## src/rtl/frame_reader.sv

```systemverilog
// frame_reader: read-only client on one memory arbiter port. A start pulse
// fetches FRAME_WORDS consecutive words beginning at base_address, keeps no
// more than PREFETCH_DEPTH words requested-but-unread, and streams them in
// address order over a valid/ready pixel interface.
//
// Ports:
//   clk, reset                     clock, asynchronous active-high reset
//   start, base_address            frame start (sampled in IDLE) and first address
//   busy, done                     frame in progress / one-cycle completion pulse
//   mem_address, mem_data_in_ready registered read request to the arbiter
//   mem_wr, mem_data_out           write side, tied off
//   mem_fifo_full                  arbiter back-pressure on requests
//   mem_data_in, mem_data_ready    read-return data and strobe
//   pixel_data, pixel_valid        head of the prefetch buffer
//   pixel_ready                    downstream accept
//   overflow                       sticky: a return arrived while the buffer was full
module frame_reader #(
   parameter int unsigned ADDRESS_WIDTH  = 25,
   parameter int unsigned DATA_WIDTH     = 16,
   parameter int unsigned FRAME_WORDS    = 2048,
   parameter int unsigned PREFETCH_DEPTH = 16
) (
   input  logic                     clk,
   input  logic                     reset,
   input  logic                     start,
   input  logic [ADDRESS_WIDTH-1:0] base_address,
   output logic                     busy,
   output logic                     done,
   output logic [ADDRESS_WIDTH-1:0] mem_address,
   output logic                     mem_wr,
   output logic [DATA_WIDTH-1:0]    mem_data_out,
   output logic                     mem_data_in_ready,
   input  logic                     mem_fifo_full,
   input  logic [DATA_WIDTH-1:0]    mem_data_in,
   input  logic                     mem_data_ready,
   output logic [DATA_WIDTH-1:0]    pixel_data,
   output logic                     pixel_valid,
   input  logic                     pixel_ready,
   output logic                     overflow
);

   localparam int unsigned CW = $clog2(FRAME_WORDS + 1);
   localparam int unsigned IW = $clog2(PREFETCH_DEPTH + 1);
   localparam int unsigned PW = $clog2(PREFETCH_DEPTH);

   localparam logic [CW-1:0] FRAME_CNT = CW'(FRAME_WORDS);
   localparam logic [IW-1:0] DEPTH_CNT = IW'(PREFETCH_DEPTH);
   localparam logic [IW:0]   DEPTH_SUM = (IW + 1)'(PREFETCH_DEPTH);

   typedef enum logic [1:0] {S_IDLE, S_READ, S_DRAIN, S_DONE} state_t;

   state_t                   state_q, state_d;
   logic [ADDRESS_WIDTH-1:0] base_q, base_d;
   logic [CW-1:0]            issued_q, issued_d;
   logic [CW-1:0]            delivered_q, delivered_d;
   logic [IW-1:0]            inflight_q, inflight_d;
   logic [IW-1:0]            fill_q, fill_d;
   logic [PW-1:0]            wr_ptr_q, wr_ptr_d;
   logic [PW-1:0]            rd_ptr_q, rd_ptr_d;
   logic                     req_q, req_d;
   logic [ADDRESS_WIDTH-1:0] addr_q, addr_d;
   logic                     overflow_q, overflow_d;
   logic [DATA_WIDTH-1:0]    buf_q [PREFETCH_DEPTH];

   logic active, accept, ret, wr_en, xfer;

   always_comb begin
      state_d     = state_q;
      base_d      = base_q;
      issued_d    = issued_q;
      delivered_d = delivered_q;
      inflight_d  = inflight_q;
      fill_d      = fill_q;
      wr_ptr_d    = wr_ptr_q;
      rd_ptr_d    = rd_ptr_q;
      req_d       = req_q;
      addr_d      = addr_q;
      overflow_d  = overflow_q;

      active = (state_q == S_READ) || (state_q == S_DRAIN);
      accept = req_q && !mem_fifo_full;
      ret    = active && mem_data_ready;
      wr_en  = ret && (fill_q != DEPTH_CNT);
      xfer   = (fill_q != '0) && pixel_ready;

      case (state_q)
         S_IDLE: begin
            if (start) begin
               state_d     = S_READ;
               base_d      = base_address;
               issued_d    = '0;
               delivered_d = '0;
               inflight_d  = '0;
               fill_d      = '0;
               wr_ptr_d    = '0;
               rd_ptr_d    = '0;
            end
         end
         S_READ: begin
            if (issued_q == FRAME_CNT) state_d = S_DRAIN;
         end
         S_DRAIN: begin
            if (inflight_q == '0 && fill_q == '0 && delivered_q == FRAME_CNT) state_d = S_DONE;
         end
         S_DONE:  state_d = S_IDLE;
         default: state_d = S_IDLE;
      endcase

      if (active) begin
         issued_d    = issued_q + CW'(accept);
         inflight_d  = inflight_q + IW'(accept) - IW'(ret && (inflight_q != '0));
         fill_d      = fill_q + IW'(wr_en) - IW'(xfer);
         wr_ptr_d    = wr_ptr_q + PW'(wr_en);
         rd_ptr_d    = rd_ptr_q + PW'(xfer);
         delivered_d = delivered_q + CW'(xfer);
         if (ret && !wr_en) overflow_d = 1'b1;
      end

      // Credit is judged on the post-edge counters so that a request accepted
      // this cycle is already counted when deciding whether to present the next.
      if (req_q && !accept) begin
         req_d  = 1'b1;
         addr_d = addr_q;
      end else if (state_q == S_READ && issued_d < FRAME_CNT &&
                   ({1'b0, inflight_d} + {1'b0, fill_d}) < DEPTH_SUM) begin
         req_d  = 1'b1;
         addr_d = base_q + ADDRESS_WIDTH'(issued_d);
      end else begin
         req_d  = 1'b0;
      end
   end

   always_ff @(posedge clk or posedge reset) begin
      if (reset) begin
         state_q     <= S_IDLE;
         base_q      <= '0;
         issued_q    <= '0;
         delivered_q <= '0;
         inflight_q  <= '0;
         fill_q      <= '0;
         wr_ptr_q    <= '0;
         rd_ptr_q    <= '0;
         req_q       <= 1'b0;
         addr_q      <= '0;
         overflow_q  <= 1'b0;
      end else begin
         state_q     <= state_d;
         base_q      <= base_d;
         issued_q    <= issued_d;
         delivered_q <= delivered_d;
         inflight_q  <= inflight_d;
         fill_q      <= fill_d;
         wr_ptr_q    <= wr_ptr_d;
         rd_ptr_q    <= rd_ptr_d;
         req_q       <= req_d;
         addr_q      <= addr_d;
         overflow_q  <= overflow_d;
      end
   end

   // Storage is cleared on reset so the head word reads zero out of reset.
   always_ff @(posedge clk or posedge reset) begin
      if (reset) begin
         for (int unsigned i = 0; i < PREFETCH_DEPTH; i++) buf_q[i] <= '0;
      end else if (wr_en) begin
         buf_q[wr_ptr_q] <= mem_data_in;
      end
   end

   assign busy              = (state_q != S_IDLE);
   assign done              = (state_q == S_DONE);
   assign mem_address       = addr_q;
   assign mem_data_in_ready = req_q;
   assign mem_wr            = 1'b0;
   assign mem_data_out      = '0;
   assign pixel_data        = buf_q[rd_ptr_q];
   assign pixel_valid       = (fill_q != '0);
   assign overflow          = overflow_q;

endmodule

```

## config.mk

```make
export PLATFORM = sky130hd
export DESIGN_NAME = frame_reader
export DESIGN_NICKNAME = d
export VERILOG_FILES = /design/src/rtl/frame_reader.sv
export SDC_FILE = /design/constraint.sdc
export NUM_CORES = 1
export LEC_CHECK = 0
export ABC_AREA = 1
export CAP_MARGIN = 20
export CORE_MARGIN = 10
export CORE_UTILIZATION = 40
export CTS_CLUSTER_SIZE = 8
export DETAILED_ROUTE_END_ITERATION = 12
export SLEW_MARGIN = 0
export SYNTH_ARGS = -nofsm -noshare
export SYNTH_HDL_FRONTEND = slang
export SYNTH_SLANG_ARGS = --single-unit
```

## constraint.sdc

```tcl
create_clock -name clk -period 27 [get_ports clk]
set_input_delay 2.7 -clock clk [delete_from_list [all_inputs] [get_ports clk]]
set_output_delay 2.7 -clock clk [all_outputs]
set_load 0.05 [all_outputs]
```

==> metrics.md <==
| Metric | Value |
|---|---|
| Iteration-0 DRC Markers | `1,183` |
| Largest net degree at the start of global routing | `197` |
| Vias in the first global route | `13,730` |
| CTS max path bufs | `3` |
| DRC | `0` |
| WL/cell | `18.57 µm` |
| Arr. time, crit path | `4.14 ns` |
| Min Clock Period, post-route | `6.842 ns` |
| Met2 wire length | `22,720 µm` |
| Critical-path maximum fanout | `70` |
| Port Buffer Count | `92` |
| Internal | `1241 µW` |
| Leak | `0.009175 µW` |
| Share of layout cells above drive strength 1 | `a little under 5%` |
| Die Wd | `227.0 µm` |
| VDD IR max | `about 0.000077 V` |
| CP Class | `register to output pin` |
| Util after Layout | `46.65%` |
| Critical Path RT | `about 24 ns` |
| Clock root buffer | `clkbuf_16` |
| Remaining Overflow, GRT | `0` |
| Final Slew Violations | `0` |
| Final period util | `25.34%` |
| Clk pwr share | `25.5%` |
| Global-route usage over all layers | `roughly a fifth` |
| Core area | `0.04213 mm²` |
| CTS resizes | `0` |
| Gate Count Post-Synth | `2,030` |
| Initial Util | `40.68%` |
| Switching Fraction | `41.96%` |
| Startpoint types | `register` |
| Part of the power in combinational logic | `41.5%` |
| Syn-to-layout area delta | `14.67%` |
| Post-CTS Hold Fix Bufs | `0` |
| Cell variety after synth | `44` |
| Routability Congestion | `approximately 0.85` |
| Tightest Pin Transition | `between 1 and 1.5 ns` |
| Syn_area_per_cell | `8.443 µm²` |
| TritonRoute pass-1 iters | `5` |
| Fmax achieved | `roughly 150 MHz` |
| Antenna violations before repair | `0` |
| Clk_skew | `about 0.029 ns` |
| CP endpoint | `pixel_data[14]` |
| Worst Setup SP | `rd_ptr_q[0]` |
| Post-route ant nets | `0` |
| Routed wire length | `48,490 µm` |
| Die Area | `roughly 0.052 mm²` |
| Global-route wire length before repair | `77,770 µm` |
| P per Cell Area | `108.8 mW/mm²` |
| Final setup viols | `0` |
| Largest cells by area after synthesis | `dfrtp_1 (51%), nand2_1 (13%), o21ai_0 (9.3%)` |
| Boundary Pins | `110` |
| Setup slack, reg-to-reg | `22.28 ns` |
| Detailed placer's ending HPWL | `28,840 µm` |
| RSZ-0062 raised after global routing | `no` |
| Placed Area | `roughly 0.018 mm²` |
| Final nets | `roughly 2,200` |
| Final count of hold timing violations | `0` |
| Reg2Reg Depth | `20` |
| FF-to-FF End | `mem_address[20]` |
| Relative slew slack | `28.94%` |
| Most frequent cells in the layout | `nand2_1 (576), dfrtp_1 (349), o21ai_0 (319)` |
| Main synth FF type | `dfrtp_1` |
| Seq pwr share | `between 30% and 40%` |
| Status | `finished, final reports clean` |
| Maxcap violations | `0` |
| Synth area leader | `dfrtp_1` |
| Synth warn | `0` |
| Met1 wire length | `21,880 µm` |
| Worst-Skew Late Latency | `around 0.58 ns` |
| Commonest non-fill, non-tap cell in the layout | `nand2_1` |
| Antenna cells | `0` |
| #FFs+latches synth | `roughly 350` |
| Post-synth top area share | `51.39%` |
| Site row count | `75` |
| EDFF count, synth | `0` |
| WL met3 | `2692 µm` |
| CTS tree | `built` |
| Vias/cell | `5.327` |
| H-tree Lvls | `2` |
| NetSw | `896.9 µW` |
| Hold WC Path Type | `register to register` |
| CTS clk-pin slew, worst paths | `0.05 ns` |
| Post-Syn Area | `0.01714 mm²` |
| Worst r2r src | `state_q[0]` |
| Crit end category | `output pin` |
| Post-synth ARST share | `100.0%` |
| Overall die height | `227.0 µm` |
| Clock sink count | `352` |
| Setup bufs post-CTS | `0` |
| Final Cell Area | `0.01966 mm²` |
| Seq/Total Area, Yosys | `51.39%` |
| Top Metal Used | `met4` |
| Vias | `13,910` |
| Inserted Clock Buffers | `50` |
| Fin Setup TNS | `0 ns` |
[stage by stage]
| stage | hold slack (ns) | setup slack, ns | power, µW | instances |
|---|---|---|---|---|
| after floorplan | 0.4478 | 14.54 | 1340 | 2046 |
| after global placement | 0.4608 | 20.34 | 1590 | 2556 |
| after detailed placement | 0.4680 | 20.26 | 1603 | 2556 |
| after CTS | 0.4802 | 20.11 | 2158 | 2611 |
| after global routing | 0.4991 | 19.91 | 2278 | 2611 |
| final | 0.4744 | 20.16 | 2138 | 2611 |
[synthesized netlist by cell type, types with 2 or more instances]
master	count
a21oi_1	29
a31oi_1	3
and2_1	4
buf_1	8
buf_2	11
buf_4	18
buf_6	2
clkbuf_1	105
dfrtp_1	352
fa_1	3
ha_1	42
inv_1	105
inv_2	7
mux2i_1	46
nand2_1	579
nand3_1	42
nand4_1	11
nor2_1	160
nor2_2	3
nor3_1	10
nor4_1	11
o211ai_1	18
o21ai_0	319
o21ai_1	30
o21bai_1	2
o221ai_1	46
o32ai_1	20
or2_2	3
xnor2_1	7
xor2_1	20
[layer usage]
| layer | up-vias | global-route usage [%] |
|---|---|---|
| li1 | 6773 | - |
| met1 | 6707 | 24.94 |
| met2 | 355 | 31.64 |
| met3 | 73 | 3.384 |
| met4 | 0 | 6.083 |
| met5 | - | 0 |
[power groups by stage]
stage | sequential, µW | clock [µW] | combinational [µW]
4_1_cts | 704 | 558 | 896
5_1_grt | 717 | 578 | 984
6_report | 705 | 545 | 888
3_5_place_dp | 711 | 0 | 892
3_3_place_gp | 710 | 0 | 880
2_1_floorplan | 744 | 0 | 596
[how the worst min path moves through the flow]
stage / from / endpoint / depth (start not counted)
after floorplan: buf_q[159] / buf_q[159] / 2
final: buf_q[151] / buf_q[151] / 2
after global routing: buf_q[145] / buf_q[145] / 2
after global placement: buf_q[20] / buf_q[20] / 2
after CTS: buf_q[157] / buf_q[157] / 2
after detailed placement: buf_q[157] / buf_q[157] / 2
[layout make-up]
cell class,instances,area [µm²]
well taps,539,674.4
clock buffers,52,1259
flip-flops and latches,352,8817
multi-input cells,1437,7338
clock inverters,3,28.78
fillers,4073,22480
inverters,113,431.7
repair buffers,115,1106
[state kept, by name, indices dropped and copies added (netlist names)]
signal	flops
overflow	1
wr_ptr_q	4
base_q	25
mem_address	25
rd_ptr_q	4
delivered_q	12
issued_q	12
buf_q	256
inflight_q	5
state_q	2
mem_data_in_ready	1
fill_q	5
[critical path: stages (launching register included)]
cell	delay (ns)
dfrtp_4	0.42
buf_4	0.65
buf_4	0.87
o21ai_0	0.20
o221ai_1	0.23
o211ai_1	0.12
nand2_1	0.21
clkdlybuf4s50_1	0.85
[cells by family after synthesis]
kind of cell / after synthesis / synth area share, %
XOR/XNOR: 27 / 1.380
buffers and inverters: 257 / 6.190
other: 1 / 0.02188
multiplexers: 46 / 2.686
AO/OA/AOI/OAI: 474 / 15.70
adder cells (fa/ha/maj): 45 / 3.416
flip-flops: 352 / 51.39
AND/OR/NAND/NOR: 828 / 19.21
Power figures use the tool's default switching activity.
